===== config.mk =====
export PLATFORM = sky130hd
export DESIGN_NAME = blinds_ctrl
export DESIGN_NICKNAME = d
export VERILOG_FILES = /design/src/rtl/blinds_ctrl.sv
export SDC_FILE = /design/constraint.sdc
export NUM_CORES = 1
export LEC_CHECK = 0
export BUFFER_PORTS_ARGS = -buffer_cell sky130_fd_sc_hd__buf_2
export CELL_PAD_IN_SITES_DETAIL_PLACEMENT = 1
export CELL_PAD_IN_SITES_GLOBAL_PLACEMENT = 1
export CORE_MARGIN = 2
export CORE_UTILIZATION = 30
export DETAILED_ROUTE_END_ITERATION = 10
export GPL_ROUTABILITY_DRIVEN = 0
export PLACE_DENSITY_LB_ADDON = 0.1
export SLEW_MARGIN = 20
export SYNTH_ARGS = -nofsm -noshare
export SYNTH_HDL_FRONTEND = slang
export SYNTH_SLANG_ARGS = --single-unit

===== constraint.sdc =====
create_clock -name clk -period 2.3 [get_ports clk]
set_input_delay 0.23 -clock clk [delete_from_list [all_inputs] [get_ports clk]]
set_output_delay 0.23 -clock clk [all_outputs]
set_load 0.01 [all_outputs]

===== src/rtl/blinds_ctrl.sv =====
// Roller-blind motor sequencer: manual/auto arbitration, limits, dead time, travel timeout.
// Optional position counter output enabled by defining BLINDS_POSITION_EN.
module blinds_ctrl #(
    parameter int unsigned TRAVEL_MAX = 200,
    parameter int unsigned DEAD_TIME  = 4,
    parameter int unsigned CNT_W      = 8
) (
    input  logic             clk,
    input  logic             rst,
    input  logic             btn_up,
    input  logic             btn_down,
    input  logic             auto_req,
    input  logic             auto_dir,
    output logic             auto_ack,
    input  logic             lim_top,
    input  logic             lim_bottom,
    input  logic             fault_clr,
`ifdef BLINDS_POSITION_EN
    output logic [CNT_W-1:0] pos,
`endif
    output logic             motor_up,
    output logic             motor_down,
    output logic             busy,
    output logic             fault
);

    typedef enum logic [2:0] {StIdle, StUp, StDown, StDead, StFault} state_e;

    localparam logic [CNT_W-1:0] TravelLast = CNT_W'(TRAVEL_MAX - 1);
    localparam logic [CNT_W-1:0] DeadLast   = CNT_W'(DEAD_TIME - 1);

    state_e           state_q;
    logic             src_q;
    logic [CNT_W-1:0] travel_q;
    logic [CNT_W-1:0] dead_q;

    logic btn_any, man_up, man_dn, auto_ok, lim_bad;
    logic eval_idle, go_up, go_dn, go_src, go_ack;
    logic up_exit, dn_exit;

    always_comb begin
        btn_any = btn_up | btn_down;
        man_up  = btn_up & ~btn_down;
        man_dn  = btn_down & ~btn_up;
        lim_bad = lim_top & lim_bottom;
        // An ack still visible means the requester has not yet seen it; don't re-accept.
        auto_ok = auto_req & ~btn_any & ~auto_ack;

        eval_idle = (state_q == StIdle) || (state_q == StDead && dead_q == DeadLast);

        go_up  = 1'b0;
        go_dn  = 1'b0;
        go_src = 1'b0;
        go_ack = 1'b0;
        if (man_up) begin
            go_up = ~lim_top;
        end else if (man_dn) begin
            go_dn = ~lim_bottom;
        end else if (auto_ok) begin
            go_ack = 1'b1;
            go_src = 1'b1;
            go_up  = auto_dir & ~lim_top;
            go_dn  = ~auto_dir & ~lim_bottom;
        end

        up_exit = lim_top    | (src_q ? btn_any : (~btn_up | btn_down));
        dn_exit = lim_bottom | (src_q ? btn_any : (~btn_down | btn_up));
    end

    always_ff @(posedge clk) begin
        if (rst) begin
            state_q    <= StIdle;
            src_q      <= 1'b0;
            travel_q   <= '0;
            dead_q     <= '0;
            motor_up   <= 1'b0;
            motor_down <= 1'b0;
            busy       <= 1'b0;
            fault      <= 1'b0;
            auto_ack   <= 1'b0;
        end else begin
            auto_ack <= 1'b0;
            if (lim_bad) begin
                state_q    <= StFault;
                motor_up   <= 1'b0;
                motor_down <= 1'b0;
                busy       <= 1'b0;
                fault      <= 1'b1;
            end else if (eval_idle) begin
                auto_ack   <= go_ack;
                motor_up   <= go_up;
                motor_down <= go_dn;
                busy       <= go_up | go_dn;
                travel_q   <= '0;
                if (go_up || go_dn) src_q <= go_src;
                state_q <= go_up ? StUp : (go_dn ? StDown : StIdle);
            end else begin
                unique case (state_q)
                    StUp, StDown: begin
                        if ((state_q == StUp) ? up_exit : dn_exit) begin
                            state_q    <= StDead;
                            dead_q     <= '0;
                            motor_up   <= 1'b0;
                            motor_down <= 1'b0;
                        end else if (travel_q == TravelLast) begin
                            state_q    <= StFault;
                            motor_up   <= 1'b0;
                            motor_down <= 1'b0;
                            busy       <= 1'b0;
                            fault      <= 1'b1;
                        end else begin
                            travel_q <= travel_q + 1'b1;
                        end
                    end
                    StDead: dead_q <= dead_q + 1'b1;
                    StFault: begin
                        if (fault_clr) begin
                            state_q <= StDead;
                            dead_q  <= '0;
                            fault   <= 1'b0;
                            busy    <= 1'b1;
                        end
                    end
                    default: state_q <= StIdle;
                endcase
            end
        end
    end

`ifdef BLINDS_POSITION_EN
    always_ff @(posedge clk) begin
        if (rst || lim_bottom) begin
            pos <= '0;
        end else if (motor_up && pos != {CNT_W{1'b1}}) begin
            pos <= pos + 1'b1;
        end else if (motor_down && pos != '0) begin
            pos <= pos - 1'b1;
        end
    end
`endif

endmodule

==> impl_metrics.py <==
metrics = {
    "synth": {
        "synth.net_count": 189,
        "yosysUniqueCellTypes": 49,
        "yosysWarningCount": 0,
        "synth-seq-area-share_pct": 33.9,
        "post_synth_instance_area_um2": 1480,
        "synth_ff_type": "dfxtp_1",
        "ys_seq_elements": 25,
        "async_flop_share_pct": 0,
        "synth.avg_cell_area_um2": 8.29,
        "synth_top_area_share_pct": 33.9,
        "yosys-top-cells-area": "dfxtp_1, nor2_1, a21oi_1, nand2_1, a311oi_1",
        "synth_top_cell_by_area": "dfxtp_1",
        "syn-instance-count": 178,
        "synth_edf_count": 0,
    },
    "pwr": {
        "power.leakage_uw": 0.000630,
        "ir_drop_uv": 249,
        "cellPowerDensity_nw_per_um2": 713,
    },
    "clock_tree": {
        "hold_buffers": 0,
        "cts_root_buffer": "clkbuf_8",
        "worst_skew_pair.late_latency_ns": 0.27,
        "cts_buffer_depth": 2,
        "cts_sinks": 25,
        "cts_tree": "yes",
        "cts_buffers": 3,
        "clk_pin_slew_ns": 0.09,
        "htree_num_levels": 1,
    },
    "hold_path": {
        "hold_class": "input pin to register",
        "holdPathStages": 2,
    },
    "die": {
        "rows": 25,
        "initial_core_util_pct": 31.3,
        "dieArea_um2": 5500,
        "die_h_um": 74.2,
        "ios": 14,
        "die_width_um": 74.2,
        "coreArea_um2": 4720,
    },
    "cells_and_area": {
        "design_area_um2": 1750,
        "drive_gt1_share_pct": 22.4,
        "finalNetCount": 213,
        "syn2layout_area_growth_pct": 18.3,
        "utilization_pct": 37.0,
        "diodes": 0,
        "final_cell_count_no_fill": 268,
    },
    "global_route": {
        "track_usage_pct": 16.4,
        "grt_max_degree": 18,
        "gr-total-overflow": 0,
        "antenna_found_initial": 0,
        "grt_pass1_wl_um": 7020,
        "grt_pass1_vias": 1510,
    },
    "sta": {
        "worstMarginPinSlew_ns": 0.673,
        "setup_violations": 0,
        "max_freq_mhz": 460,
        "fin_crit_sh_pct": 94.6,
        "setup_tns_ns": 0,
        "slew_violations": 0,
        "period_needed_ns": 2.18,
        "max_slew_margin_pct": 55.0,
        "fin_skew_ns": 0.00333,
        "fin_ws_ns": 0.125,
        "final-hold-violation-count": 0,
    },
    "detailed_routing": {
        "drc": 0,
        "drt-wirelength-per-cell_um": 15.8,
        "first_pass_iters": 4,
        "viasPerCell": 5.36,
        "drtAntennaViolNets": 0,
        "drt_wl_total_um": 4230,
        "drt-initial-drc-count": 61,
        "vias": 1437,
    },
    "placed_design": {
        "hpwl_um": 3290,
        "place_ws_ns": 0.0987,
        "io_buffers": 13,
        "dp_cells": 263,
        "place_area_um2": 1680,
    },
    "status": {
        "status": "completed",
    },
    "worst_setup_path": {
        "cp-end-kind": "register",
        "start_kind": "register",
        "path_class": "register to register",
        "critPathArrivalTime_ns": 2.34,
        "r2r_cells": 9,
        "cp_max_fo": 8,
        "critPathRequiredTime_ns": 2.46,
    },
    "job": {
        "drv_cap": 0,
    },
}
-- cells in the mapped netlist (all sizes together), types with 4 or more instances --
cell,count
nand2,15
clkbuf,5
o21ai,4
nand2b,6
nor2,23
a21oi,12
nand4,5
and2,4
a311oi,6
nand3,6
nor3,6
inv,5
and3,4
buf,4
dfxtp,25
-- layout by cell type, fill, tap and decap left out, types with 4 or more instances in the layout --
cell / instances
nor2_1: 23
nand2_1: 15
dfxtp_1: 25
a311oi_1: 6
nand4_1: 5
nor3_1: 6
buf_2: 13
and2_1: 4
inv_1: 5
a21oi_1: 11
nand3_1: 6
buf_4: 15
nand2b_1: 6
-- path summary, 6_finish.rpt --
path                 endpoint  slack, ns      start
hold reg to reg         fault       0.47      fault
setup reg to reg  travel_q[3]       0.12  dead_q[0]
hold / removal       auto_ack       0.20   btn_down
setup / recovery  travel_q[3]       0.12  dead_q[0]
-- routing by layer --
metal | vias up | track usage [%] | part of all wire [%]
met5 | - | 0 | 0
met4 | 0 | 4.65 | 0.90
met3 | 4 | 2.30 | 2.0
met2 | 12 | 29.4 | 52
met1 | 712 | 20.6 | 45
li1 | 709 | - | -
-- sequential cells by signal (all words and copies together) (netlist names) --
register    cells
src_q           1
dead_q          8
busy            1
motor_up        1
auto_ack        1
motor_down      1
travel_q        8
state_q         3
fault           1
-- power breakdown --
group,total (µW),internal [µW],switching [µW]
Clock,265,124,141
Sequential,494,457,36.9
Combinational,486,218,268
-- layout make-up --
class | count | area, µm²
repair buffers | 28 | 178
multi-input cells | 139 | 921
fillers | 593 | 2980
clock buffers | 4 | 45.0
inverters | 5 | 18.8
well taps | 67 | 83.8
flip-flops and latches | 25 | 500
-- per-stage QoR --
stage / power (µW) / hold slack, ns
2_1_floorplan: 813 / 0.308
3_3_place_gp: 964 / 0.443
3_5_place_dp: 980 / 0.457
4_1_cts: 1250 / 0.195
5_1_grt: 1330 / 0.199
6_report: 1250 / 0.202
-- critical path, cell delays in order (launching register included) --
cell,delay [ns]
dfxtp_1,0.38
ha_1,0.22
nor4b_1,0.28
buf_4,0.18
nand3_1,0.12
o311a_4,0.18
nor4_4,0.26
buf_4,0.18
nand4_1,0.11
mux2i_1,0.13
-- cells by family (layout without fill, tap and decap cells) --
family	Yosys count	after routing	share of synthesized area, %
AO/OA/AOI/OAI	45	45	24.1
multiplexers	4	4	2.80
AND/OR/NAND/NOR	83	83	30.0
adder cells (fa/ha/maj)	2	2	1.69
buffers and inverters	14	37	4.58
flip-flops	25	25	33.9
XOR/XNOR	5	5	2.97
-- timing repair --
item                       4_1_cts  5_1_grt
setup buffers                    0        1
gates resized for setup          0        3
setup endpoints to repair        0        6
Power figures use the tool's default switching activity.
